==> config.mk <==
export PLATFORM = sky130hd
export DESIGN_NAME = imem_port_arbiter_flat
export DESIGN_NICKNAME = d
export VERILOG_FILES = /design/src/rtl/imem_port_arbiter_if.sv /design/src/rtl/imem_port_arbiter.sv /design/src/flat_wrapper.sv
export SDC_FILE = /design/constraint.sdc
export NUM_CORES = 1
export LEC_CHECK = 0
export CAP_MARGIN = 20
export CORE_ASPECT_RATIO = 1.75
export CORE_MARGIN = 2
export CORE_UTILIZATION = 35
export CTS_BUF_LIST = sky130_fd_sc_hd__clkbuf_4 sky130_fd_sc_hd__clkbuf_8
export CTS_CLUSTER_DIAMETER = 30
export DETAILED_ROUTE_END_ITERATION = 7
export GPL_TIMING_DRIVEN = 1
export HOLD_SLACK_MARGIN = 0.02
export PLACE_DENSITY = 0.82
export SETUP_SLACK_MARGIN = 0.5
export SYNTH_ARGS = -nofsm -noshare
export SYNTH_HDL_FRONTEND = slang
export SYNTH_SLANG_ARGS = --single-unit
export TNS_END_PERCENT = 1
==> constraint.sdc <==
create_clock -name clk -period 1.8 [get_ports clk]
set_input_delay 0.36 -clock clk [delete_from_list [all_inputs] [get_ports clk]]
set_output_delay 0.36 -clock clk [all_outputs]
set_load 0.005 [all_outputs]
==> src/rtl/imem_port_arbiter_if.sv <==
`default_nettype none
// ============================================================================
// Module   : imem_port_arbiter_if
// Purpose  : Bundles the fetch port, memory-stage port and the shared
//            single-port memory pins handled by imem_port_arbiter.
// Modports : slave  - arbiter side (takes requests and read data,
//                     drives stalls, responses and memory pins)
//            master - requester/memory side (the reverse directions)
// Signals  : if_req/if_addr/if_stall/if_rdata/if_rvalid        fetch port
//            dm_req/dm_we/dm_addr/dm_wdata/dm_stall/dm_rdata/dm_rvalid
//                                                              memory-stage port
//            mem_read_enable/mem_write_enable/mem_read_addr/mem_write_addr/
//            mem_write_data/mem_read_data                      memory pins
// Revision : 1.0 - initial release
// ============================================================================
interface imem_port_arbiter_if #(
  parameter int AW = 5,
  parameter int DW = 16
);
  // fetch port
  logic          if_req;
  logic [AW-1:0] if_addr;
  logic          if_stall;
  logic [DW-1:0] if_rdata;
  logic          if_rvalid;
  // memory-stage port
  logic          dm_req;
  logic          dm_we;
  logic [AW-1:0] dm_addr;
  logic [DW-1:0] dm_wdata;
  logic          dm_stall;
  logic [DW-1:0] dm_rdata;
  logic          dm_rvalid;
  // shared memory pins
  logic          mem_read_enable;
  logic          mem_write_enable;
  logic [AW-1:0] mem_read_addr;
  logic [AW-1:0] mem_write_addr;
  logic [DW-1:0] mem_write_data;
  logic [DW-1:0] mem_read_data;

  modport slave (
    input  if_req, if_addr,
    output if_stall, if_rdata, if_rvalid,
    input  dm_req, dm_we, dm_addr, dm_wdata,
    output dm_stall, dm_rdata, dm_rvalid,
    output mem_read_enable, mem_write_enable, mem_read_addr, mem_write_addr, mem_write_data,
    input  mem_read_data
  );

  modport master (
    output if_req, if_addr,
    input  if_stall, if_rdata, if_rvalid,
    output dm_req, dm_we, dm_addr, dm_wdata,
    input  dm_stall, dm_rdata, dm_rvalid,
    input  mem_read_enable, mem_write_enable, mem_read_addr, mem_write_addr, mem_write_data,
    output mem_read_data
  );
endinterface
`default_nettype wire

==> src/rtl/imem_port_arbiter.sv <==
`default_nettype none
// ============================================================================
// Module   : imem_port_arbiter
// Purpose  : Shares one single-port program/data memory between the fetch
//            stage (reads) and the memory stage (loads/stores). One grant per
//            cycle, memory-stage priority, registered owner tag routes the
//            read word (1-cycle latency) back to the requester that issued it.
// Ports    : clk  - system clock (rising edge)
//            rst  - synchronous active-high reset
//            bus  - imem_port_arbiter_if.slave: fetch port, memory-stage
//                   port and memory pins
// Params   : AW (address width), DW (data width), STARVE_MAX (denied fetch
//            cycles before a forced fetch grant, guard build only)
// Config   : ARB_STARVE_GUARD_EN - when defined, a saturating starvation
//            counter forces a fetch grant after STARVE_MAX denied cycles.
//            Undefined: strict memory-stage priority.
// Revision : 1.0 - initial release
// ============================================================================
module imem_port_arbiter #(
  parameter int AW         = 5,
  parameter int DW         = 16,
  parameter int STARVE_MAX = 4
) (
  input wire logic          clk,
  input wire logic          rst,
  imem_port_arbiter_if.slave bus
);

  typedef enum logic [1:0] {
    RSP_NONE = 2'd0,
    RSP_IF   = 2'd1,
    RSP_DM   = 2'd2
  } rsp_t;

  rsp_t          rsp_state;
  rsp_t          rsp_next;

  logic          force_if;
  logic          grant_if;
  logic          grant_dm;
  logic          grant_load;
  logic          grant_store;
  logic          grant_read;

  logic [AW-1:0] hold_read_addr;
  logic [AW-1:0] hold_write_addr;
  logic [DW-1:0] hold_write_data;

  // --------------------------------------------------------------------------
  // Starvation guard
  // --------------------------------------------------------------------------
`ifdef ARB_STARVE_GUARD_EN
  localparam int            CW           = (STARVE_MAX < 1) ? 1 : $clog2(STARVE_MAX + 1);
  localparam logic [CW-1:0] STARVE_LIMIT = CW'(STARVE_MAX);

  logic [CW-1:0] starve_cnt;

  // Counts consecutive cycles in which fetch asked but lost; any fetch grant
  // or an idle fetch port restarts the count.
  always_ff @(posedge clk) begin
    if (rst) begin
      starve_cnt <= '0;
    end else if (grant_if || !bus.if_req) begin
      starve_cnt <= '0;
    end else if (starve_cnt != STARVE_LIMIT) begin
      starve_cnt <= starve_cnt + CW'(1);
    end
  end

  assign force_if = bus.if_req && bus.dm_req && (starve_cnt == STARVE_LIMIT);
`else
  logic unused_starve_cfg;
  assign unused_starve_cfg = ^STARVE_MAX;
  assign force_if          = 1'b0;
`endif

  // --------------------------------------------------------------------------
  // Grant decision (combinational, same cycle as the request)
  // --------------------------------------------------------------------------
  assign grant_dm    = !rst && bus.dm_req && !force_if;
  assign grant_if    = !rst && bus.if_req && (!bus.dm_req || force_if);
  assign grant_load  = grant_dm && !bus.dm_we;
  assign grant_store = grant_dm &&  bus.dm_we;
  assign grant_read  = grant_if || grant_load;

  // Reset forces both stalls high regardless of the request lines.
  assign bus.if_stall = rst || (bus.if_req && !grant_if);
  assign bus.dm_stall = rst || (bus.dm_req && !grant_dm);

  // --------------------------------------------------------------------------
  // Memory pins: address/data hold their last driven value when idle so the
  // memory never sees X on its address/data inputs.
  // --------------------------------------------------------------------------
  assign bus.mem_read_enable  = grant_read;
  assign bus.mem_write_enable = grant_store;
  assign bus.mem_read_addr    = grant_if    ? bus.if_addr  :
                                grant_load  ? bus.dm_addr  : hold_read_addr;
  assign bus.mem_write_addr   = grant_store ? bus.dm_addr  : hold_write_addr;
  assign bus.mem_write_data   = grant_store ? bus.dm_wdata : hold_write_data;

  always_ff @(posedge clk) begin
    if (rst) begin
      hold_read_addr  <= '0;
      hold_write_addr <= '0;
      hold_write_data <= '0;
    end else begin
      if (grant_read) begin
        hold_read_addr <= bus.mem_read_addr;
      end
      if (grant_store) begin
        hold_write_addr <= bus.dm_addr;
        hold_write_data <= bus.dm_wdata;
      end
    end
  end

  // --------------------------------------------------------------------------
  // Response owner FSM: remembers who issued last cycle's read
  // --------------------------------------------------------------------------
  always_ff @(posedge clk) begin
    if (rst) begin
      rsp_state <= RSP_NONE;
    end else begin
      rsp_state <= rsp_next;
    end
  end

  always_comb begin
    rsp_next      = RSP_NONE;
    bus.if_rvalid = 1'b0;
    bus.dm_rvalid = 1'b0;
    bus.if_rdata  = '0;
    bus.dm_rdata  = '0;

    if (grant_if) begin
      rsp_next = RSP_IF;
    end else if (grant_load) begin
      rsp_next = RSP_DM;
    end

    // A read issued just before reset is discarded: rst masks the response.
    if (!rst) begin
      case (rsp_state)
        RSP_IF: begin
          bus.if_rvalid = 1'b1;
          bus.if_rdata  = bus.mem_read_data;
        end
        RSP_DM: begin
          bus.dm_rvalid = 1'b1;
          bus.dm_rdata  = bus.mem_read_data;
        end
        default: begin
          bus.if_rvalid = 1'b0;
          bus.dm_rvalid = 1'b0;
        end
      endcase
    end
  end

endmodule
`default_nettype wire
==> src/flat_wrapper.sv <==
// flat-port wrapper written by rule: the top's interface ports become plain ports
module imem_port_arbiter_flat 
#(
  parameter int AW         = 5,
  parameter int DW         = 16,
  parameter int STARVE_MAX = 4
)
  (clk, rst, bus_if_req, bus_if_addr, bus_if_stall, bus_if_rdata, bus_if_rvalid, bus_dm_req, bus_dm_we, bus_dm_addr, bus_dm_wdata, bus_dm_stall, bus_dm_rdata, bus_dm_rvalid, bus_mem_read_enable, bus_mem_write_enable, bus_mem_read_addr, bus_mem_write_addr, bus_mem_write_data, bus_mem_read_data);
  imem_port_arbiter_if #(.AW(AW), .DW(DW)) bus_i ();
  input wire logic clk;
  input wire logic rst;
  input wire logic [$bits(bus_i.if_req)-1:0] bus_if_req;
  input wire logic [$bits(bus_i.if_addr)-1:0] bus_if_addr;
  output wire logic [$bits(bus_i.if_stall)-1:0] bus_if_stall;
  output wire logic [$bits(bus_i.if_rdata)-1:0] bus_if_rdata;
  output wire logic [$bits(bus_i.if_rvalid)-1:0] bus_if_rvalid;
  input wire logic [$bits(bus_i.dm_req)-1:0] bus_dm_req;
  input wire logic [$bits(bus_i.dm_we)-1:0] bus_dm_we;
  input wire logic [$bits(bus_i.dm_addr)-1:0] bus_dm_addr;
  input wire logic [$bits(bus_i.dm_wdata)-1:0] bus_dm_wdata;
  output wire logic [$bits(bus_i.dm_stall)-1:0] bus_dm_stall;
  output wire logic [$bits(bus_i.dm_rdata)-1:0] bus_dm_rdata;
  output wire logic [$bits(bus_i.dm_rvalid)-1:0] bus_dm_rvalid;
  output wire logic [$bits(bus_i.mem_read_enable)-1:0] bus_mem_read_enable;
  output wire logic [$bits(bus_i.mem_write_enable)-1:0] bus_mem_write_enable;
  output wire logic [$bits(bus_i.mem_read_addr)-1:0] bus_mem_read_addr;
  output wire logic [$bits(bus_i.mem_write_addr)-1:0] bus_mem_write_addr;
  output wire logic [$bits(bus_i.mem_write_data)-1:0] bus_mem_write_data;
  input wire logic [$bits(bus_i.mem_read_data)-1:0] bus_mem_read_data;
  assign bus_i.if_req = bus_if_req;
  assign bus_i.if_addr = bus_if_addr;
  assign bus_if_stall = bus_i.if_stall;
  assign bus_if_rdata = bus_i.if_rdata;
  assign bus_if_rvalid = bus_i.if_rvalid;
  assign bus_i.dm_req = bus_dm_req;
  assign bus_i.dm_we = bus_dm_we;
  assign bus_i.dm_addr = bus_dm_addr;
  assign bus_i.dm_wdata = bus_dm_wdata;
  assign bus_dm_stall = bus_i.dm_stall;
  assign bus_dm_rdata = bus_i.dm_rdata;
  assign bus_dm_rvalid = bus_i.dm_rvalid;
  assign bus_mem_read_enable = bus_i.mem_read_enable;
  assign bus_mem_write_enable = bus_i.mem_write_enable;
  assign bus_mem_read_addr = bus_i.mem_read_addr;
  assign bus_mem_write_addr = bus_i.mem_write_addr;
  assign bus_mem_write_data = bus_i.mem_write_data;
  assign bus_i.mem_read_data = bus_mem_read_data;
  imem_port_arbiter #(.AW(AW), .DW(DW), .STARVE_MAX(STARVE_MAX)) u_core (.clk(clk), .rst(rst), .bus(bus_i));
endmodule
======== After elaboration in Yosys (flattened, before gate mapping) ========
Cells that the tools add are included.
operators by class
  reduce and logical (&&, ||, !) cells .... 16
  eq/ne operators ......................... 2
  mux-type cells .......................... 14
operator list
  kind                                                              number
  16-bit two-way mux                                                5
  5-bit two-way mux                                                 3
  1-bit logical AND                                                 7
  1-bit zero test                                                   5
  1-bit two-way mux                                                 5
  1-bit logical OR                                                  3
  2-bit by 1-bit == test with 1-bit output (second input constant)  1
  2-bit == test (second input constant)                             1
  2-bit two-way mux                                                 1
  2-bit OR reduction                                                1
storage, ports and cells
  logic and storage cells ................. 37
  register bits ........................... 28
  bits of input ports ..................... 47

======== Logic depth before layout (Yosys ltp) ========
Gate-level depths: netlist (run 1).
  depth after elaboration ................. 6
  mapped depth ............................ 5

======== Least setup slack after synthesis (run 1) ========
No wires, ideal clock.
  path kind ............................... input-to-output
  start point ............................. input port rst
  end point ............................... output port bus_dm_rdata[10]
  stages .................................. 4
  data arrival time ....................... 1247 ps
  path slack .............................. 193 ps
  buffers on the path ..................... 2
  required time ........................... 1440 ps
  cells stage by stage .................... buf_6 > nor3b_1 > buf_4 > and2_1
between the ends
  longest elaborated chain between the ends .. 1
ends and longest elaborated chain
  item                RTL line                  source
  start, declared     flat_wrapper.sv:11        input wire logic rst;
  16-bit two-way mux  imem_port_arbiter.sv:142  if (!rst) begin
  end, declared       flat_wrapper.sv:22        output wire logic [$bits(bus_i.dm_rdata)-1:0] bus_dm_rdata;
No other way between the ends.

======== Worst setup path after layout (run 1) ========
  start point ............................. input port rst
  end point ............................... output port bus_mem_write_data[1]
between the ends
  longest elaborated chain between the ends .. 4
ends and longest elaborated chain
  item                RTL line                 source
  1-bit zero test     imem_port_arbiter.sv:80  assign grant_dm = !rst && bus.dm_req && !force_if;
  1-bit logical AND   imem_port_arbiter.sv:80
  1-bit logical AND   imem_port_arbiter.sv:83  assign grant_store = grant_dm && bus.dm_we;
  16-bit two-way mux  imem_port_arbiter.sv:99  assign bus.mem_write_data = grant_store ? bus.dm_wdata : hold_write_data;
  end, declared       flat_wrapper.sv:28       output wire logic [$bits(bus_i.mem_write_data)-1:0] bus_mem_write_data;
No other way between the ends.

==> impl_summary.md, run 1 <==
Cells and area
The library cells used most frequently in the layout, excluding fill and tap cells, are sky130_fd_sc_hd__buf_6, sky130_fd_sc_hd__and2_1, sky130_fd_sc_hd__clkdlybuf4s50_1, sky130_fd_sc_hd__buf_2, sky130_fd_sc_hd__dfxtp_1. From synthesis to final layout, the design area changed by 104%. The share of cells above drive strength 1 is 0.507. The most common library cell in the layout ignoring fill and taps is sky130_fd_sc_hd__buf_6.

The total number of nets in the final design is 334. Leaving out filler cells and counting taps, the final layout contains ~340. The area of combinational cells with multiple inputs is 903 um2. The layout has approximately 290 filler cells. Summing all flip-flop and latch instances after layout gives 561 um2. The number of antenna diodes in the final layout is 0.

Routing
In the routed design, unresolved DRC markers number 0. The residual antenna-violating net count after detailed routing is 0. Summing over every cut layer, the via total after detailed routing is 1556.

After detailed routing, the number of vias per cell comes to about 4.6. The routed length per instance is roughly 15 um. The first detailed-routing pass took 2 iterations.

The DRC marker count from the first detailed-route iteration is 8. Wires add up to 5.19 mm.

Floorplan
The floorplan step defined a core boundary enclosing 0.00411 mm2. The number of ports placed on the die boundary is 111. In this run the vertical extent of the chip is 90.4 um. The total die area is 0.00483 mm2. For this configuration, the core starts out at a cell density of 0.363. The width of the die is 53.4 um.

The number of standard-cell rows in the floorplan is 31.

Critical path
The number of buffers and inverters on the critical path is 5. The cell type of the slowest stage on the worst timing path is sky130_fd_sc_hd__mux2_4. Traced cell by cell, the critical path runs through buf_6, buf_8, nand3b_4, buf_12, buf_16, mux2_4, buf_6. The maximum fanout along the worst path is 6.

The signal arrival time at the worst endpoint is 1.51 ns. The worst setup path is launched from a primary input. The worst path required time is between 1 and 1.5 ns. The critical path is of the primary input to output port type. Broken down by cell family, the worst path's largest delay share belongs to buffers and inverters. In this design, the stage delay of the slowest critical-path cell is just over 0.3 ns. The sort of element at the end of the critical path is an output port. The most frequent cell on the critical path is sky130_fd_sc_hd__buf_6.

Clocking
Counting every sink on the clock net gives 28. In this run the deepest clock path goes through 2 buffers. The clock-pin slew of the registers on the worst-case setup and hold paths is 0.09 ns. The clock tree root buffer cell is sky130_fd_sc_hd__clkbuf_8.

CTS built an H-tree with a depth of 1. Clock latency on the worst-skew pair, taken at its later pin, is 0.28 ns. The CTS tree is done. The number of clock buffers added by TritonCTS is 3.

Yosys
The number of nets handed over by synthesis was 184. The cell area after technology mapping is 0.00149 mm2. In this run, synthesis produced a sequential element count of 28. The number of library cell types mapped by synthesis is 17. Of the synthesized area, sequential elements account for 0.375.

The number of warning messages in the yosys log is 0. Synthesis handed over a netlist of 137 instances. Averaged over all synthesized cells, the footprint is 10.9 um2.

Placed design
The weighted congestion reported at the end of routability-driven placement is 0.727. The cell count after placement is 297. During placement, the flow inserted port buffers numbering 110. Once detailed placement completed, the half-perimeter wirelength came to 3.20 mm.

Power
Of the total power, the share spent switching nets is 0.235. The net switching component of the power is 0.351 mW. The power per unit of standard cell area is 491 mW/mm2.

The sequential power share is 0.441. Of the total power, combinational logic draws 0.297. The clock share of power is 0.262. The internal portion of the total power is 1.14 mW. The analysis attributes to cell leakage a power of 1.59 nW. IR analysis of the VDD net gives a maximum drop of 0.000559 V.

Timing
Setup violations remaining at the end of the flow were counted as 29. Measured against its own limit, the worst slew margin works out to 0.853. The slew at the pin closest to its max-slew limit is between 0.2 and 0.25 ns.

Of the available clock period, the critical path in the final layout requires 1.04. Setup repair after global routing could not meet its margin everywhere. The largest clock skew in the final design is 0 ns. Setup slack on the critical path of the routed design comes to -0.0740 ns.

The worst path in the final design needs a cycle of about 1.9 ns, including I/O delays and setup. The count of final max-slew check failures is 0. The final count of hold timing violations is 0. The accumulated negative setup slack is -1.55 ns. Timing would allow up to approximately 530 MHz.

Run
The count of maximum capacitance violations is 0.

GRT
The number of antenna violations at the first check in global routing is 0. The number of global-route vias before repair came to 1655. Across every metal layer, demand over resource in global routing totals 0.218. After global routing the overflow that remains totals 0. Entering global routing, the biggest net connects 27 pins.

The global-route wire length before repair is 7.84 mm.

Run status
The run finished, with violations left. The final reports fail on setup timing.

Min path
The path class of the tightest hold or removal check is flop to flop.
==> state kept, by name, indices dropped and copies added (netlist names) <==
register / count
u_core.hold_read_addr: 5
u_core.hold_write_addr: 5
u_core.rsp_state: 2
u_core.hold_write_data: 16
==> final cells by class <==
cell class                      instances  share of cell area
Clock buffer                            4              0.0181
Inverter                                3             0.00370
Multi-Input combinational cell         98               0.297
Sequential cell                        28               0.184
Tap cell                               49              0.0202
Timing Repair Buffer                  153               0.477
==> cell usage after synthesis <==
cell | instances | area, um2
sky130_fd_sc_hd__nand3b_4 | 1 | 20.0
sky130_fd_sc_hd__dfxtp_1 | 28 | 561
sky130_fd_sc_hd__buf_4 | 2 | 15.0
sky130_fd_sc_hd__inv_1 | 3 | 11.3
sky130_fd_sc_hd__and2_1 | 53 | 332
sky130_fd_sc_hd__clkbuf_1 | 3 | 11.3
sky130_fd_sc_hd__nor3b_1 | 2 | 15.0
sky130_fd_sc_hd__buf_6 | 4 | 45.0
sky130_fd_sc_hd__nand2_1 | 2 | 7.51
sky130_fd_sc_hd__a21o_1 | 5 | 37.5
sky130_fd_sc_hd__mux2_2 | 2 | 22.5
sky130_fd_sc_hd__a31o_2 | 1 | 8.76
sky130_fd_sc_hd__mux2_4 | 19 | 285
sky130_fd_sc_hd__a31o_1 | 4 | 35.0
sky130_fd_sc_hd__nor3b_4 | 2 | 37.5
sky130_fd_sc_hd__a22o_1 | 5 | 43.8
sky130_fd_sc_hd__nor2_2 | 1 | 6.26
==> power by group through the flow <==
| stage | Sequential, mW | Combinational (mW) | Clock (mW) |
|---|---|---|---|
| 3_3_place_gp | 0.670 | 0.379 | 0 |
| 5_1_grt | 0.661 | 0.471 | 0.421 |
| 6_report | 0.658 | 0.443 | 0.391 |
| 4_1_cts | 0.658 | 0.440 | 0.400 |
| 3_5_place_dp | 0.671 | 0.385 | 0 |
| 2_1_floorplan | 0.668 | 0.146 | 0 |
==> path summary, 6_finish.rpt <==
kind         slack, ns                             startpoint                               endpoint  depth (start not counted)
max reg2reg       0.94   u_core.hold_write_addr[4]$_SDFF_PP0_   u_core.hold_write_addr[4]$_SDFF_PP0_                          2
max              -0.07                                    rst                  bus_mem_write_data[1]                          7
min reg2reg       0.49  u_core.hold_read_addr[1]$_SDFFE_PP0P_  u_core.hold_read_addr[1]$_SDFFE_PP0P_                          1
min               0.49  u_core.hold_read_addr[1]$_SDFFE_PP0P_  u_core.hold_read_addr[1]$_SDFFE_PP0P_                          1
==> per-layer routing <==
metal / vias up / part of all wire / wire, um / GRT usage
li1: 757 / - / - / -
met1: 701 / 0.30 / 1580 / 0.187
met2: 88 / 0.57 / 2980 / 0.437
met3: 10 / 0.10 / 527 / 0.0546
met4: 0 / 0.019 / 101 / 0.0769
met5: - / 0 / 0 / 0
==> worst register-to-register path, cell delays in order, from the launching register on <==
cell and delay [ns]:
sky130_fd_sc_hd__dfxtp_1 0.31, sky130_fd_sc_hd__mux2_2 0.27, sky130_fd_sc_hd__and2_1 0.17
==> cells by family (layout without fill, tap and decap cells) <==
kind of cell	count (synthesis)	after routing	share of synthesized area
AO/OA/AOI/OAI	15	15	0.0838
buffers and inverters	12	160	0.0553
flip-flops	28	28	0.375
multiplexers	21	21	0.206
AND/OR/NAND/NOR	61	62	0.280
==> timing repair <==
item                       4_1_cts  5_1_grt
buffers inserted                28        0
hold endpoints to repair         0        0
pin swaps                       28        5
cloned                           6        0
setup endpoints to repair       90       83
hold buffers                     0        0
gates resized for setup        315        9
==> through the flow <==
stage / cell area (um2) / setup slack, ns / power [mW] / hold WS, ns / util
finish: 3040 / -0.0740 / 1.49 / 0.491 / 0.740
global route: 3040 / -0.124 / 1.55 / 0.499 / 0.740
CTS: 3030 / -0.0646 / 1.50 / 0.491 / 0.738
detailed placement: 2700 / -0.741 / 1.06 / 0.468 / 0.656
global placement: 2700 / -0.709 / 1.05 / 0.458 / 0.656
floorplan: 1510 / 0.324 / 0.815 / 0.449 / -
(Power assumes the default switching activity.)
==> run 2: changes to the inputs <==
- CORE_UTILIZATION: 35 -> 34
- CTS_BUF_LIST: sky130_fd_sc_hd__clkbuf_4 sky130_fd_sc_hd__clkbuf_8 -> default
- PLACE_DENSITY: 0.82 -> 0.8
- SLEW_MARGIN: default -> 20
==> impl_summary.md, run 2 (same netlist as run 1, synthesis figures left out) <==
Run status
The run finished, with violations left. The final reports fail on setup timing.

Timing
Timing would allow up to around 530 MHz. The accumulated negative setup slack is -1.54 ns. The count of final max-slew check failures is 0. The final-layout worst hold slack is roughly 0.44 ns. The largest clock skew in the final design is 0 ns. The final count of hold timing violations is 0. Setup repair after global routing could not meet its margin everywhere. The final count of negative-setup-slack endpoints is 26. The minimum setup slack in the final design is -0.0836 ns. At the pin with the least slew margin, the transition time is 0.253 ns. In the finished design, the share of the clock period the worst path needs comes to 1.05. After layout, the minimum clock period comes to ~1.9 ns.

The worst slew margin relative to its limit is 0.831.

Critical path
Data arrives at the worst endpoint at 1.52 ns. The worst register-to-register path ends at u_core.hold_write_data[15]$_SDFF_PP0_. Measured in cells, the most critical reg-to-reg path has a length of 2. The end point of the critical path is bus_dm_rdata[15]. Of all nets on the critical path, the largest fanout is 6. The slowest stage of the critical path belongs to the cell sky130_fd_sc_hd__nor3b_4. The sort of element at the end of the critical path is an output port. The critical path goes through buf_6, buf_8, buf_6, nor3b_4, buf_4, buf_6, buf_12, and2_4, buf_6. The dominant delay contributor by cell family on the critical path is buffers and inverters. The cell that appears most often on the critical path is sky130_fd_sc_hd__buf_6.

The number of stages on the worst setup path is 9. Data on the critical path is required at its endpoint by 1.44 ns. For flop-to-flop paths, the worst setup slack is roughly 0.94 ns.

The setup path with the least slack is of type primary input to output port. The element type at the critical path start is a primary input. The startpoint identified for the worst register-to-register timing path is u_core.hold_write_data[15]$_SDFF_PP0_. On the worst path, the slowest cell contributes a delay of roughly 0.25 ns. The critical path startpoint is rst. Together, buffers and inverters on the worst path number 7.

Floorplan
The total die area is 0.00496 mm2. In this run the count of I/O pins placed on the die edge is 111. The initial core utilization is 0.357.

The floorplan core area is 0.00419 mm2. The number of standard-cell rows in the floorplan is 31. The width of the die is approximately 54 um. The die is 91.7 um tall.

Power
The part of the total power dissipated in combinational logic is 0.314. In this run the static leakage power is approximately 1.6 nW. The power per unit of standard cell area is 458 mW/mm2.

Of the total power, the share spent switching nets is 0.237. Across the VDD grid, the largest voltage drop is 0.000500 V. The sequential power share is 0.454. For this design the total switching power over the nets is between 0.3 and 0.4 mW.

The clock share of power is 0.232. The internal cell power is about 1.1 mW.

Clocking
Clock-pin slew was measured on the worst setup and hold paths at 0.09 ns. The clock latency at the later pin of the worst-skew pair is 0.27 ns. The CTS tree is done. In this run the number of H-tree levels came out at 1. The number of buffers between clock root and the deepest sink is 2.

CTS saw 28 sinks. The clock tree root buffer cell is sky130_fd_sc_hd__clkbuf_8. The number of buffers created by CTS is 3.

The number of hold buffers added after CTS was 0.

GRT
The total global routing overflow is 0. The number of global-route vias before repair is approximately 1700. The maximum number of pins on one net before global-route repair is 27.

The first global-routing pass estimated 7.62 mm of wire. The number of antenna violations at the first check in global routing is 0. For this run, the total global-route usage over all layers was measured as 0.208.

Cells and area
In the final layout, the share of cells above drive strength 1 is 0.552. The count of filler cells inserted in the layout is 268. The library cell used most frequently in the layout, excluding fill and tap cells, is sky130_fd_sc_hd__buf_6. The largest registers in the layout are u_core.hold_write_data x16, u_core.hold_read_addr x5, u_core.hold_write_addr x5. The total number of nets in the final design is 346.

The number of antenna diodes in the final layout is 0. The top cell types in the final layout, fill and taps aside, are sky130_fd_sc_hd__buf_6, sky130_fd_sc_hd__clkdlybuf4s50_1, sky130_fd_sc_hd__and2_1, sky130_fd_sc_hd__buf_2, sky130_fd_sc_hd__dfxtp_1. The area growth from synthesis to layout is 112%. The number of flip-flops in the largest register is 16. At the end of the flow the core is filled with cells to 0.756. Counting flops per register, the top entry is u_core.hold_write_data.

Routing
The detailed-routing iteration count for the pre-antenna-repair pass is 2. The residual antenna-violating net count after detailed routing is 0. In the routed layout, each cell is associated on average with a via count of 4.66. After detailed routing, the average wire length per cell comes to 15.3 um.

The final route contains between 1500 and 2000 vias. The DRC violations left is 0. The DRC marker count from the first detailed-route iteration is 16. The post-detailed-routing wire length is 5.31 mm.

Min path
The kind of path behind the tightest hold check is primary input to flop.

Run
Max-cap violations in this run came to 0.

Placed design
The congestion estimate from routability-driven global placement came to 0.749. The detailed placer's ending HPWL is 3.19 mm. Input and output buffers added on the ports amount to 110.
run 2: how the worst min path moves through the flow:
stage,start,end,slack [ns],cells past startpoint
after floorplan,u_core.hold_read_addr[0]$_SDFFE_PP0P_,u_core.hold_read_addr[0]$_SDFFE_PP0P_,0.45,1
after global placement,u_core.hold_read_addr[1]$_SDFFE_PP0P_,u_core.hold_read_addr[1]$_SDFFE_PP0P_,0.47,1
after detailed placement,u_core.hold_read_addr[2]$_SDFFE_PP0P_,u_core.hold_read_addr[2]$_SDFFE_PP0P_,0.47,1
after CTS,bus_dm_req,u_core.rsp_state[0]$_SDFF_PP0_,0.43,3
after global routing,bus_dm_req,u_core.rsp_state[0]$_SDFF_PP0_,0.44,3
final,bus_dm_req,u_core.rsp_state[0]$_SDFF_PP0_,0.44,3
run 2: layout make-up:
type / instances / area, um2 / area share
Sequential cell: 28 / 561 / 0.177
Tap cell: 49 / 61.3 / 0.0194
Clock buffer: 3 / 41.3 / 0.0130
Inverter: 3 / 11.3 / 0.00356
Timing Repair Buffer: 166 / 1580 / 0.499
Multi-Input combinational cell: 97 / 912 / 0.288
run 2: metal layers:
layer,up-vias,global-route usage,share of wire
li1,776,-,-
met1,750,0.179,0.29
met2,81,0.424,0.60
met3,4,0.0554,0.11
met4,0,0.0563,0.0079
met5,-,0,0
run 2: worst min-delay path, stage by stage:
cell,delay [ns]
sky130_fd_sc_hd__buf_4,0.12
sky130_fd_sc_hd__nor3b_4,0.06
sky130_fd_sc_hd__buf_4,0.13
run 2: what timing repair did:
| action | CTS | global route |
|---|---|---|
| endpoints found under the setup margin | 90 | 75 |
| gates cloned | 4 | 0 |
| gates resized for setup | 298 | 42 |
| hold endpoints to repair | 0 | 0 |
| pin swaps | 28 | 8 |
| setup buffers | 41 | 0 |
run 2: metrics by stage:
| stage | instances | total power, mW | cell area (um2) | setup WS (ns) |
|---|---|---|---|---|
| final | 346 | 1.45 | 3170 | -0.0836 |
| after global routing | 346 | 1.52 | 3170 | -0.165 |
| after CTS | 346 | 1.44 | 3070 | -0.0747 |
| after detailed placement | 298 | 1.06 | 2700 | -0.746 |
| after global placement | 298 | 1.05 | 2700 | -0.709 |
| after floorplan | 137 | 0.815 | 1510 | 0.324 |
run 2: power groups by stage:
stage | sequential [mW] | clock [mW] | combinational, mW
6_report | 0.658 | 0.336 | 0.455
5_1_grt | 0.662 | 0.367 | 0.487
4_1_cts | 0.658 | 0.347 | 0.432
3_5_place_dp | 0.671 | 0 | 0.386
3_3_place_gp | 0.670 | 0 | 0.383
2_1_floorplan | 0.668 | 0 | 0.146
